===== config.mk =====
export PLATFORM = sky130hd
export DESIGN_NAME = sync_in_decoder
export DESIGN_NICKNAME = d
export VERILOG_FILES = /design/src/rtl/sync_in_decoder_pkg.sv /design/src/rtl/sync_in_filter.sv /design/src/rtl/sync_in_decoder.sv
export SDC_FILE = /design/constraint.sdc
export NUM_CORES = 1
export LEC_CHECK = 0
export CAP_MARGIN = 20
export CORE_ASPECT_RATIO = 0.9
export CORE_MARGIN = 1
export CORE_UTILIZATION = 24
export CTS_BUF_LIST = sky130_fd_sc_hd__clkbuf_16
export DETAILED_ROUTE_END_ITERATION = 16
export DONT_BUFFER_PORTS = 1
export PLACE_DENSITY = 0.39
export SETUP_SLACK_MARGIN = 0.2
export SLEW_MARGIN = 20
export SYNTH_ARGS = -nofsm -noshare
export SYNTH_HDL_FRONTEND = slang
export SYNTH_SLANG_ARGS = --single-unit

===== constraint.sdc =====
create_clock -name clk50_clk -period 2.75 [get_ports clk50_clk]
set_clock_uncertainty 0.15 [all_clocks]
set_input_delay 0.4125 -clock clk50_clk [delete_from_list [all_inputs] [get_ports clk50_clk]]
set_output_delay 0.4125 -clock clk50_clk [all_outputs]
set_load 0.05 [all_outputs]

===== src/rtl/sync_in_decoder_pkg.sv =====
// Shared types and helpers for the SimuCam external sync-input decoder.
package sync_in_decoder_pkg;

    typedef enum logic [1:0] {
        IDLE_WAIT = 2'd0,
        BLANK     = 2'd1,
        PULSE     = 2'd2
    } state_t;

    localparam int unsigned PULSE_NUM_W = 8;
    localparam int unsigned SAT_W       = 64;

    // Bits needed to hold any value in 0..max_value.
    function automatic int unsigned cnt_clog2(input int unsigned max_value);
        int unsigned w;
        w = 1;
        while ((SAT_W'(1) << w) <= SAT_W'(max_value)) begin
            w = w + 1;
        end
        return w;
    endfunction

    // Increment that sticks at max_value instead of wrapping.
    function automatic logic [SAT_W-1:0] sat_inc(input logic [SAT_W-1:0] value,
                                                 input logic [SAT_W-1:0] max_value);
        return (value >= max_value) ? max_value : value + SAT_W'(1);
    endfunction

endpackage


===== src/rtl/sync_in_filter.sv =====
// Two-flop synchroniser, glitch filter and edge detect for the raw sync input.
// level_o is normalised so that 1 always means "pulse active".
module sync_in_filter
    import sync_in_decoder_pkg::*;
#(
    parameter bit          ACTIVE_HIGH = 1'b1,
    parameter int unsigned FILTER_LEN  = 4
) (
    input  logic clk,
    input  logic rst_n,
    input  logic sync_in,
    output logic level_o,
    output logic rise_o,
    output logic fall_o,
    output logic stable_c
);

    localparam int unsigned FLT_W        = cnt_clog2(FILTER_LEN);
    localparam logic        INACTIVE_RAW = ACTIVE_HIGH ? 1'b0 : 1'b1;

    logic             sync_ff1;
    logic             sync_ff2;
    logic             level_q;
    logic             sample_act;
    logic [FLT_W-1:0] flt_cnt;

    assign sample_act = ACTIVE_HIGH ? sync_ff2 : ~sync_ff2;
    assign stable_c   = (sample_act == level_o);

    // Level flips only after FILTER_LEN consecutive disagreeing samples.
    always_ff @(posedge clk) begin
        if (!rst_n) begin
            sync_ff1 <= INACTIVE_RAW;
            sync_ff2 <= INACTIVE_RAW;
            level_o  <= 1'b0;
            level_q  <= 1'b0;
            rise_o   <= 1'b0;
            fall_o   <= 1'b0;
            flt_cnt  <= '0;
        end else begin
            sync_ff1 <= sync_in;
            sync_ff2 <= sync_ff1;
            level_q  <= level_o;
            rise_o   <= level_o & ~level_q;
            fall_o   <= ~level_o & level_q;
            if (sample_act == level_o) begin
                flt_cnt <= '0;
            end else if (flt_cnt == FLT_W'(FILTER_LEN - 1)) begin
                level_o <= sample_act;
                flt_cnt <= '0;
            end else begin
                flt_cnt <= flt_cnt + FLT_W'(1);
            end
        end
    end

endmodule


===== src/rtl/sync_in_decoder.sv =====
// Receive-side SimuCam sync decoder: timestamps filtered pulse edges, classifies
// master/normal pulses, tracks cycle position and reports period/lock/errors.
module sync_in_decoder
    import sync_in_decoder_pkg::*;
#(
    parameter bit          ACTIVE_HIGH      = 1'b1,
    parameter int unsigned FILTER_LEN       = 4,
    parameter int unsigned MASTER_MIN_CYC   = 1500000,
    parameter int unsigned PULSES_PER_CYCLE = 4,
    parameter int unsigned TIMEOUT_CYC      = 400000000,
    parameter int unsigned CNT_W            = 32
) (
    input  logic                   clk50_clk,
    input  logic                   rst_reset_n,
    input  logic                   enable_i,
    input  logic                   err_clear_i,
    input  logic                   sync_in,
    output logic                   sync_pulse_o,
    output logic                   pulse_end_o,
    output logic                   master_o,
    output logic [PULSE_NUM_W-1:0] pulse_num_o,
    output logic [CNT_W-1:0]       width_o,
    output logic [CNT_W-1:0]       period_o,
    output logic                   period_valid_o,
    output logic                   locked_o,
    output logic                   err_timeout_o,
    output logic                   err_master_o
);

    localparam logic [CNT_W-1:0]       CNT_MAX     = '1;
    localparam logic [CNT_W-1:0]       MASTER_MIN  = CNT_W'(MASTER_MIN_CYC);
    localparam logic [CNT_W-1:0]       TIMEOUT     = CNT_W'(TIMEOUT_CYC);
    localparam logic [PULSE_NUM_W-1:0] PPC         = PULSE_NUM_W'(PULSES_PER_CYCLE);
    localparam logic [1:0]             SETTLE_DONE = 2'd2;

    logic flt_level;
    logic flt_rise;
    logic flt_fall;
    logic flt_stable;

    state_t                 state_q, state_d;
    logic [1:0]             settle_q, settle_d;
    logic                   have_edge_q, have_edge_d;
    logic [CNT_W-1:0]       width_cnt_q, width_cnt_d;
    logic [CNT_W-1:0]       period_cnt_q, period_cnt_d;
    logic [CNT_W-1:0]       width_inc, period_inc;
    logic [PULSE_NUM_W-1:0] pulse_num_inc;
    logic                   is_master, timeout_hit;

    logic                   sync_pulse_d, pulse_end_d, master_d;
    logic [PULSE_NUM_W-1:0] pulse_num_d;
    logic [CNT_W-1:0]       width_d, period_d;
    logic                   period_valid_d, locked_d;
    logic                   err_timeout_d, err_master_d;
    logic                   timeout_set, master_err_set;

    sync_in_filter #(
        .ACTIVE_HIGH (ACTIVE_HIGH),
        .FILTER_LEN  (FILTER_LEN)
    ) u_filter (
        .clk      (clk50_clk),
        .rst_n    (rst_reset_n),
        .sync_in  (sync_in),
        .level_o  (flt_level),
        .rise_o   (flt_rise),
        .fall_o   (flt_fall),
        .stable_c (flt_stable)
    );

    assign width_inc     = CNT_W'(sat_inc(SAT_W'(width_cnt_q), SAT_W'(CNT_MAX)));
    assign period_inc    = CNT_W'(sat_inc(SAT_W'(period_cnt_q), SAT_W'(CNT_MAX)));
    assign pulse_num_inc = pulse_num_o + PULSE_NUM_W'(1);
    assign is_master     = (width_cnt_q >= MASTER_MIN);
    assign timeout_hit   = (period_cnt_q >= TIMEOUT);

    // State and output registers.
    always_ff @(posedge clk50_clk) begin
        if (!rst_reset_n) begin
            state_q        <= IDLE_WAIT;
            settle_q       <= '0;
            have_edge_q    <= 1'b0;
            width_cnt_q    <= '0;
            period_cnt_q   <= '0;
            sync_pulse_o   <= 1'b0;
            pulse_end_o    <= 1'b0;
            master_o       <= 1'b0;
            pulse_num_o    <= '0;
            width_o        <= '0;
            period_o       <= '0;
            period_valid_o <= 1'b0;
            locked_o       <= 1'b0;
            err_timeout_o  <= 1'b0;
            err_master_o   <= 1'b0;
        end else begin
            state_q        <= state_d;
            settle_q       <= settle_d;
            have_edge_q    <= have_edge_d;
            width_cnt_q    <= width_cnt_d;
            period_cnt_q   <= period_cnt_d;
            sync_pulse_o   <= sync_pulse_d;
            pulse_end_o    <= pulse_end_d;
            master_o       <= master_d;
            pulse_num_o    <= pulse_num_d;
            width_o        <= width_d;
            period_o       <= period_d;
            period_valid_o <= period_valid_d;
            locked_o       <= locked_d;
            err_timeout_o  <= err_timeout_d;
            err_master_o   <= err_master_d;
        end
    end

    // Next-state, counters, cycle tracking and error flags.
    always_comb begin
        state_d        = state_q;
        settle_d       = '0;
        have_edge_d    = have_edge_q;
        width_cnt_d    = width_inc;
        period_cnt_d   = period_inc;
        sync_pulse_d   = 1'b0;
        pulse_end_d    = 1'b0;
        master_d       = master_o;
        pulse_num_d    = pulse_num_o;
        width_d        = width_o;
        period_d       = period_o;
        period_valid_d = period_valid_o;
        locked_d       = locked_o;
        timeout_set    = 1'b0;
        master_err_set = 1'b0;

        if (!enable_i) begin
            state_d        = IDLE_WAIT;
            have_edge_d    = 1'b0;
            width_cnt_d    = '0;
            period_cnt_d   = '0;
            locked_d       = 1'b0;
            period_valid_d = 1'b0;
        end else if ((state_q != IDLE_WAIT) && timeout_hit) begin
            timeout_set    = 1'b1;
            state_d        = IDLE_WAIT;
            have_edge_d    = 1'b0;
            width_cnt_d    = '0;
            period_cnt_d   = '0;
            locked_d       = 1'b0;
            period_valid_d = 1'b0;
        end else begin
            unique case (state_q)
                IDLE_WAIT: begin
                    // Three quiet samples let a raw level present at reset reach stage 2.
                    have_edge_d  = 1'b0;
                    width_cnt_d  = '0;
                    period_cnt_d = '0;
                    if (flt_stable && !flt_level) begin
                        if (settle_q == SETTLE_DONE) begin
                            state_d = BLANK;
                        end else begin
                            settle_d = settle_q + 2'd1;
                        end
                    end
                end
                BLANK: begin
                    if (flt_rise) begin
                        sync_pulse_d = 1'b1;
                        width_cnt_d  = CNT_W'(1);
                        period_cnt_d = CNT_W'(1);
                        have_edge_d  = 1'b1;
                        state_d      = PULSE;
                        if (have_edge_q) begin
                            period_d       = period_cnt_q;
                            period_valid_d = 1'b1;
                        end
                    end
                end
                PULSE: begin
                    if (flt_fall) begin
                        pulse_end_d = 1'b1;
                        width_d     = width_cnt_q;
                        master_d    = is_master;
                        state_d     = BLANK;
                        if (is_master) begin
                            pulse_num_d = '0;
                            locked_d    = 1'b1;
                        end else if (locked_o && (pulse_num_inc == PPC)) begin
                            master_err_set = 1'b1;
                            locked_d       = 1'b0;
                            pulse_num_d    = '0;
                        end else begin
                            pulse_num_d = pulse_num_inc;
                        end
                    end
                end
                default: state_d = IDLE_WAIT;
            endcase
        end

        err_timeout_d = timeout_set | (err_timeout_o & ~err_clear_i);
        err_master_d  = master_err_set | (err_master_o & ~err_clear_i);
    end

endmodule


==> results of run 1 <==
==> critical path: cells and delay by family (launching register included) <==
family / cells / cell delay [ns]
compound gates: 3 / 0.90
buf+inv: 1 / 0.19
flops: 1 / 0.40
simple gates: 2 / 0.57
==> registers in the layout, indices dropped and copies added (netlist names), 2 cells and up <==
name,count
period_cnt_q,32
period_o,32
pulse_num_o,8
settle_q,2
state_q,2
u_filter.flt_cnt,3
width_cnt_q,32
width_o,32
==> kinds of logic (layout without fill, tap and decap cells) <==
kind of cell	after synthesis	after routing
simple gates	298	298
flops	157	157
compound gates	130	130
buf+inv	61	86
xor+xnor	46	46
mux	34	34
fa+ha+maj	9	9
other cells	1	3
==> routing by layer <==
layer / share of wire (%) / track usage (%) / up-vias
met1: 48 / 16.86 / 2379
met4: 1.1 / 3.794 / 0
met2: 45 / 19.22 / 84
li1: - / - / 2595
met5: 0 / 0 / -
met3: 5.7 / 4.310 / 17
==> worst min path at each step <==
stage,end,depth (start not counted),slack [ns]
after floorplan,u_filter.rise_o,1,0.23
after global placement,u_filter.rise_o,1,0.24
after detailed placement,u_filter.rise_o,1,0.25
after CTS,pulse_num_o[1],2,0.01
after global routing,u_filter.flt_cnt[2],2,0.01
final,pulse_num_o[1],2,0.03
==> metrics by stage <==
stage               power, mW  setup WS, ns  instance area, um^2  hold slack, ns
finish                  4.780        0.4348                 7726         0.02817
global route            4.988        0.2136                 7726         0.01008
CTS                     4.878        0.4504                 7726         0.01085
detailed placement      2.401        0.4662                 7094          0.2471
global placement        2.401        0.4501                 7094          0.2443
floorplan               2.385        0.6931                 6565          0.2342
==> timing repair <==
item                       CTS  global route
hold endpoints to repair    16             0
hold buffers                 3             0
setup endpoints to repair    0             0
==> power by group through the flow <==
| stage | combinational (mW) | sequential (mW) | clock (mW) |
|---|---|---|---|
| global placement | 0.0537 | 2.35 | 0 |
| CTS | 0.0610 | 2.29 | 2.52 |
| floorplan | 0.0357 | 2.35 | 0 |
| finish | 0.0588 | 2.29 | 2.43 |
| detailed placement | 0.0540 | 2.35 | 0 |
| global route | 0.0671 | 2.30 | 2.63 |
==> layout by cell type, fill, tap and decap left out, types with 3 or more instances in the layout <==
cell | Yosys | final
a211oi_1 | 4 | 4
a21boi_0 | 4 | 4
a21oi_1 | 84 | 84
a31oi_1 | 8 | 8
and2_1 | 4 | 4
and3_1 | 15 | 15
and4_1 | 8 | 8
buf_12 | 0 | 3
buf_4 | 2 | 29
clkbuf_16 | 0 | 17
clkinv_4 | 0 | 4
conb_1 | 1 | 3
dfxtp_1 | 157 | 157
dlygate4sd3_1 | 0 | 3
ha_1 | 9 | 9
inv_1 | 18 | 18
inv_6 | 0 | 5
mux2i_1 | 34 | 34
nand2_1 | 102 | 102
nand2b_1 | 8 | 7
nand3_1 | 26 | 26
nand3b_1 | 7 | 7
nand4_1 | 19 | 19
nand4b_1 | 3 | 3
nor2_1 | 64 | 64
nor2b_1 | 5 | 5
nor3_1 | 14 | 14
nor4_1 | 9 | 9
o21ai_0 | 6 | 6
o22ai_1 | 5 | 5
xnor2_1 | 15 | 15
xor2_1 | 31 | 31
==> final cells by class <==
| type | instances | area (um^2) | area share (%) |
|---|---|---|---|
| repair buffers | 35 | 307.8 | 3.984 |
| clock inverters | 15 | 176.4 | 2.283 |
| clock buffers | 17 | 425.4 | 5.506 |
| inverters | 19 | 71.32 | 0.9231 |
| flip-flops and latches | 157 | 3143 | 40.68 |
| multi-input cells | 520 | 3159 | 40.89 |
| well taps | 354 | 442.9 | 5.733 |
==> results.ini, run 1 <==
[logic_synthesis]
synth-seq-area-share_pct=47.93
yosysWarnings=0
synth-simple-area-share_pct=22.82
synthMuxAreaShare_pct=5.190
synth_cells=736
synthArstFlopShare_pct=0
synthTopCellsByCount=157 x dfxtp_1, 102 x nand2_1, 84 x a21oi_1
synth_fa_ha_area_share_pct=1.717
synth_edf_count=0
yosys.area.top_type=dfxtp_1
synth_cell_type_count=58
synth_top_area_share_pct=47.93
ys_ff_latch=157
synth_compound_area_share_pct=11.89
synth_area_leaders=dfxtp_1 48%, a21oi_1 6.4%, nand2_1 5.8%
synthXorXnorAreaFrac_pct=6.144
yosysMostFrequentCell=dfxtp_1
synth_top_family_by_area=simple AND/OR/NAND/NOR gates
synth_top_flop_cell=dfxtp_1
syn_area_per_cell_um2=8.910
syn_area_mm2=0.006558

[critical_path]
endpoint_kind=flip-flop
timing.reg2reg.setup_slack_ns=0.43
r2r_end=width_cnt_q[31]
critical_path.max_fanout=31
worstSetupPathType=flip-flop to flip-flop
slowest_stage=a211oi_2
required_ns=2.93
critPathLaunch=period_cnt_q[19]
r2r_start=period_cnt_q[19]
crit_arrival_ns=2.50
cp-start-kind=flip-flop
slowest_delay_ns=0.44
ff2ff_path_depth=6
endpoint=width_cnt_q[31]
crit_chain=nor4_1 > a22oi_1 > a211oi_2 > nand2b_2 > buf_12 > a311oi_1

[global_route]
grt_pass1_vias=4945
grt_pass1_wl_um=27720
grt_max_degree=32
antenna_found_initial=0
grt_util_all_layers_pct=12.69
grt_overflow=0

[sta]
rsz0062_at_grt=false
fmax_mhz=431.9
worst_pin_slew_ns=0.6978
finalHoldViolCount=0
layout_min_cycle_time_ns=2.315
setup-tns-final_ns=0
final_max_slew_viol_count=0
finalSetupViolations=0
slew_headroom_pct=53.41
post-route-period-util_pct=84.19

[die]
dieArea_mm2=0.02799
fp.dieH_um=158.8
rows=57
initial_core_util_pct=24.39
core_area_mm2=0.02689
io_pins=84
die_w_um=176.2

[cells_and_area]
layout-drive-gt1-share_pct=10.22
diodes=0
finalNetCount=764
fillers=2819
instances_no_fill=1117
areaGrowthSynthToFinish_pct=17.82
final_core_util_pct=28.74

[detailed_routing]
route.detailed.drc=0
routed_wl_um=17000
viasPerCell=4.543
postRouteAntennaNets=0
num_vias=5075
drt_iter0_drc=250
dr.pass1.iters=5
wl_per_cell_um=15.22

[clock_tree]
cts_repair_resize_count=0
numCtsBuffers=17
clk_pin_slew_ns=0.07
cts.sinks=157
cts_htree_levels=4
clockBufferDepth=2
cts_tree=yes
clock_tree.root_cell=clkbuf_16
cts_setup_buffers=0
insertion_delay_ns=0.43

[power_and_ir_drop]
peakVddDrop_mv=0.4040
p_comb_share_pct=1.2
p_int_mw=3.669
power-per-cell-area_mw_per_mm2=618.6
switching_power_mw=1.111
leakage_nw=2.505
pwr-share-seq_pct=48.0
p_sw_share_pct=23.25
power_frac_clock_pct=50.8

[job]
drv_cap=0

[placed_design]
gp_congestion=0.7054
io_buffers=0
dp_cells=1082
dpl.hpwl_um=11750

[worst_hold_path]
hp-class=input port to flip-flop
holdCritStartpoint=rst_reset_n

[status]
status=complete, no violations

(Power assumes the default switching activity.)
==> inputs of run 2 (changes only) <==
- clock period: 2.75 -> 2.35 ns (I/O delays scaled with it)
==> run 2 against run 1 <==
Net effect: via count is 2.2% higher; flip-flop and latch count stayed put; final cell count is 2.6% higher; worst hold slack better by 0.0075 ns; sequential share of layout area is 1.5 points lower; combinational power is 37% higher; register-to-register slack worse by 0.12 ns; routed wire length is 3.5% higher; die area stayed put; critical path depth stayed put; critical path type unchanged; largest power group unchanged.
==> results.ini, run 2 (same netlist as run 1, synthesis figures left out) <==
[clock_tree]
clock_tree.root_cell=clkbuf_16
numCtsBuffers=17
cts_htree_levels=4
cts.sinks=157
cts_tree=yes
insertion_delay_ns=0.42
clk_pin_slew_ns=0.06
clockBufferDepth=2

[detailed_routing]
num_vias=5186
routed_wl_um=17590
wl_per_cell_um=15.35
viasPerCell=4.525
drt_iter0_drc=274
route.detailed.drc=0
dr.pass1.iters=4
postRouteAntennaNets=0

[global_route]
grt_use_met3_pct=3.975
met2_usage_pct=20.13
met1_usage_pct=17.22
grt_overflow=0
busiest_layer=met2
grt_util_all_layers_pct=13.01
grt_pass1_vias=5163
antenna_found_initial=0
grt_pass1_wl_um=28550
grt_max_degree=34

[placed_design]
io_buffers=0
gp_congestion=0.7170
dpl.hpwl_um=11860

[die]
core_area_mm2=0.02689
rows=57
dieArea_mm2=0.02799
die_w_um=176.2
io_pins=84
fp.dieH_um=158.8
initial_core_util_pct=24.39

[critical_path]
slowest_stage=or4_4
worstSetupPathType=flip-flop to flip-flop
crit_chain=nand2_1 > or4_4 > o2111a_1 > buf_4 > nand2_1 > a21oi_1
crit_family=simple AND/OR/NAND/NOR gates
slowest_delay_ns=0.57
cp-start-kind=flip-flop
required_ns=2.50
crit_arrival_ns=2.19
cpMostUsedCell=nand2_1
endpoint_kind=flip-flop
critical_path.max_fanout=9
path_buf_inv=1

[cells_and_area]
layout_common_cells=151 x dfxtp_1, 101 x nand2_1, 84 x a21oi_1, 64 x nor2_1, 51 x buf_4
layout-drive-gt1-share_pct=15.15
diodes=0
finalNetCount=793
final_common_cell=dfxtp_1
areaGrowthSynthToFinish_pct=22.71

[sta]
finalHoldViolCount=0
setup-tns-final_ns=0
rsz0062_at_grt=true
final_max_slew_viol_count=0
fmax_mhz=490.8
worst_pin_slew_ns=0.6813
finalSetupViolations=0
post-route-period-util_pct=86.70
layout_min_cycle_time_ns=2.037
slew_headroom_pct=54.43

[power_and_ir_drop]
power_frac_clock_pct=49.4
peakVddDrop_mv=0.4515
switching_power_mw=1.288
p_sw_share_pct=23.60
p_comb_share_pct=1.5
p_int_mw=4.169
pwr-share-seq_pct=49.1
totalPowerFinal_mw=5.456
leakage_nw=2.686
power-per-cell-area_mw_per_mm2=678.1

[worst_hold_path]
hp-class=input port to flip-flop

[job]
drv_cap=0

[status]
status=complete, no violations

run 2: cell types whose count changed in the layout (fill, tap and decap cells not counted), sizes merged:
cell / previous run / this run
buf: 32 / 60
clkinv: 4 / 7
inv: 26 / 23
bufinv: 2 / 1
clkbuf: 17 / 18
clkinvlp: 2 / 3
run 2: cell type report:
class / instances / area (um^2)
clock buffers: 17 / 425.4
clock inverters: 15 / 140.1
fillers: 2845 / 18840
inverters: 19 / 71.32
multi-input cells: 520 / 3216
flip-flops and latches: 157 / 3151
well taps: 354 / 442.9
repair buffers: 64 / 600.6
run 2: path summary, 6_finish.rpt:
kind | from | end | slack, ns | cells past startpoint
min | enable_i | err_timeout_o | 0.04 | 2
max | period_cnt_q[23] | period_o[27] | 0.31 | 6
max reg2reg | period_cnt_q[23] | period_o[27] | 0.31 | 6
min reg2reg | u_filter.level_q | u_filter.rise_o | 0.25 | 1
run 2: worst register-to-register path: stages (launching register included):
cell and delay [ns]:
dfxtp_1 0.40, nand2_1 0.14, or4_4 0.57, o2111a_1 0.30
buf_4 0.19, nand2_1 0.11, a21oi_1 0.07
run 2: timing repair:
| item | 4_1_cts | 5_1_grt |
|---|---|---|
| gates cloned | 0 | 1 |
| buffers inserted | 2 | 1 |
| setup endpoints to repair | 7 | 76 |
| endpoints found under the hold margin | 20 | 0 |
| resized for setup | 2 | 16 |
| hold buffers | 3 | 0 |
| pin swaps | 1 | 6 |
run 2: power groups by stage:
stage,Clock (mW),Sequential [mW],Combinational (mW)
floorplan,0,2.75,0.0418
global placement,0,2.74,0.0720
detailed placement,0,2.74,0.0723
CTS,2.82,2.68,0.0833
global route,2.93,2.68,0.0904
finish,2.70,2.68,0.0806
run 2: metal layers:
metal / vias to the layer above / part of all wire, % / wire, um
met4: 0 / 0.95 / 167
li1: 2662 / - / -
met3: 12 / 4.8 / 836
met2: 71 / 46 / 8010
met1: 2441 / 49 / 8576
met5: - / 0 / 0
run 2: stage by stage:
step | area [um^2] | hold WS [ns] | worst slack, ns | utilization, % | std cells
floorplan | 6565 | 0.2342 | 0.2931 | - | 738
global placement | 7320 | 0.2436 | 0.1501 | 27.22 | 1107
detailed placement | 7320 | 0.2430 | 0.1461 | 27.22 | 1107
CTS | 7943 | 0.04480 | 0.2215 | 29.54 | 1144
global route | 8046 | 0.03877 | 0.1951 | 29.93 | 1146
finish | 8046 | 0.03565 | 0.3126 | 29.93 | 1146
==> inputs of run 3 (changes only) <==
- clock period: 2.35 -> 2.5 ns (I/O delays scaled with it)
==> run 3 against run 2 <==
Net effect: design area shrank 3.0%; total power shrank 8.4%; via count shrank 2.1%; sequential share of layout area grew 1.1 points; final cell count shrank 1.6%; non-clock buffer count shrank 16; clock power shrank 11%.
==> results.ini, run 3 (same netlist as run 1, synthesis figures left out) <==
[detailed_routing]
viasPerCell=4.503
wl_per_cell_um=15.25
top_layer_used=met4
wl_met1_um=8334
drt_iter0_drc=271
route.met3.wl_um=1038
routed_wl_um=17210
postRouteAntennaNets=0
route.detailed.drc=0
num_vias=5079
dr.pass1.iters=5
wl_met2_um=7664

[global_route]
grt_max_degree=34
grt_pass1_wl_um=27810
grt_overflow=0
grt_util_all_layers_pct=12.69
grt_pass1_vias=4876
antenna_found_initial=0

[die]
core_area_mm2=0.02689
fp.dieH_um=158.8
initial_core_util_pct=24.39
dieArea_mm2=0.02799
rows=57
io_pins=84
die_w_um=176.2

[critical_path]
crit_arrival_ns=2.31
crit_family=compound AO/OA/AOI/OAI gates
required_ns=2.65
endpoint_kind=flip-flop
slowest_stage=a2111oi_4
worstSetupPathType=flip-flop to flip-flop
slowest_delay_ns=0.48
cp-start-kind=flip-flop
crit_chain=a2111oi_4 > nand4_1 > a21oi_4 > buf_12 > a21boi_0 > o22ai_1
path_buf_inv=1
critical_path.max_fanout=33

[placed_design]
dpl.hpwl_um=11720
gp_congestion=0.7034
io_buffers=0

[power_and_ir_drop]
p_sw_share_pct=22.37
pwr-share-seq_pct=50.5
power_frac_clock_pct=48.1
switching_power_mw=1.118
power-per-cell-area_mw_per_mm2=640.5
leakage_nw=2.567
peakVddDrop_mv=0.4769
totalPowerFinal_mw=4.997
p_int_mw=3.879
p_comb_share_pct=1.4

[cells_and_area]
final_common_cell=dfxtp_1
fillers=2851
layout_common_cells=157 x dfxtp_1, 102 x nand2_1, 84 x a21oi_1, 64 x nor2_1, 38 x buf_4
finalNetCount=777
areaGrowthSynthToFinish_pct=18.98
diodes=0
layout-drive-gt1-share_pct=11.24

[sta]
final_max_slew_viol_count=0
fmax_mhz=461.5
slew_headroom_pct=53.44
layout_min_cycle_time_ns=2.167
setup-tns-final_ns=0
finalSetupViolations=0
post-route-period-util_pct=86.67
worst_pin_slew_ns=0.6961
rsz0062_at_grt=false
finalHoldViolCount=0

[clock_tree]
cts_tree=yes
cts_repair_resize_count=0
clockBufferDepth=2
cts.sinks=157
clock_tree.root_cell=clkbuf_16
cts_htree_levels=4
clk_pin_slew_ns=0.06
numCtsBuffers=17
insertion_delay_ns=0.42

[job]
drv_cap=0

[status]
status=complete, no violations

[worst_hold_path]
hp-class=input port to flip-flop

==> run 3: cell types whose count changed in the layout (fill, tap and decap cells not counted), sizes merged <==
cell / previous run / this run
buf: 60 / 45
clkbuf: 18 / 17
clkinv: 7 / 5
clkinvlp: 3 / 4
inv: 23 / 22
==> run 3: power groups by stage <==
stage	clock network (mW)	registers, mW	logic (mW)
5_1_grt	2.62	2.53	0.0786
4_1_cts	2.51	2.53	0.0699
2_1_floorplan	0	2.58	0.0393
6_report	2.40	2.53	0.0695
3_5_place_dp	0	2.58	0.0615
3_3_place_gp	0	2.58	0.0619
==> run 3: per-stage QoR <==
step	hold slack, ns	area (um^2)	instances	util, %	setup slack [ns]
floorplan	0.2342	6565	738	-	0.4431
global placement	0.2472	7227	1093	26.88	0.3511
detailed placement	0.2497	7227	1093	26.88	0.3155
CTS	0.08740	7787	1126	28.96	0.2922
global route	0.08767	7802	1128	29.02	0.2121
finish	0.08010	7802	1128	29.02	0.3332
==> run 3: cell type report <==
cell class	count	area, um^2	area share [%]
inverter	19	71.32	0.9140
clock inverter	13	105.1	1.347
multi-input combinational	520	3159	40.49
sequential	157	3143	40.28
tap	354	442.9	5.677
clock buffer	17	425.4	5.452
timing repair buffer	48	455.4	5.837
==> run 3: timing repair <==
| item | 4_1_cts | 5_1_grt |
|---|---|---|
| endpoints found under the setup margin | 0 | 4 |
| hold buffers | 3 | 0 |
| hold endpoints to repair | 19 | 0 |
| buffers inserted | 0 | 2 |
==> run 3: worst paths after layout <==
check                                        to  depth (start not counted)             start  slack [ns]
worst max-delay path             pulse_num_o[5]                          6  period_cnt_q[27]        0.33
worst min-delay path              err_timeout_o                          2          enable_i        0.08
worst max register to register   pulse_num_o[5]                          6  period_cnt_q[27]        0.33
worst min register to register  u_filter.rise_o                          1  u_filter.level_q        0.26
==> run 3: worst register-to-register path: stages, from the launching register on <==
cell       delay (ns)
dfxtp_1          0.39
a2111oi_4        0.49
nand4_1          0.21
a21oi_4          0.23
buf_12           0.24
a21boi_0         0.24
o22ai_1          0.11
==> run 3: routing by layer <==
metal	GRT usage, %	up-vias
met5	0	-
met4	3.518	0
met2	18.84	95
li1	-	2619
met1	17.41	2352
met3	4.071	13
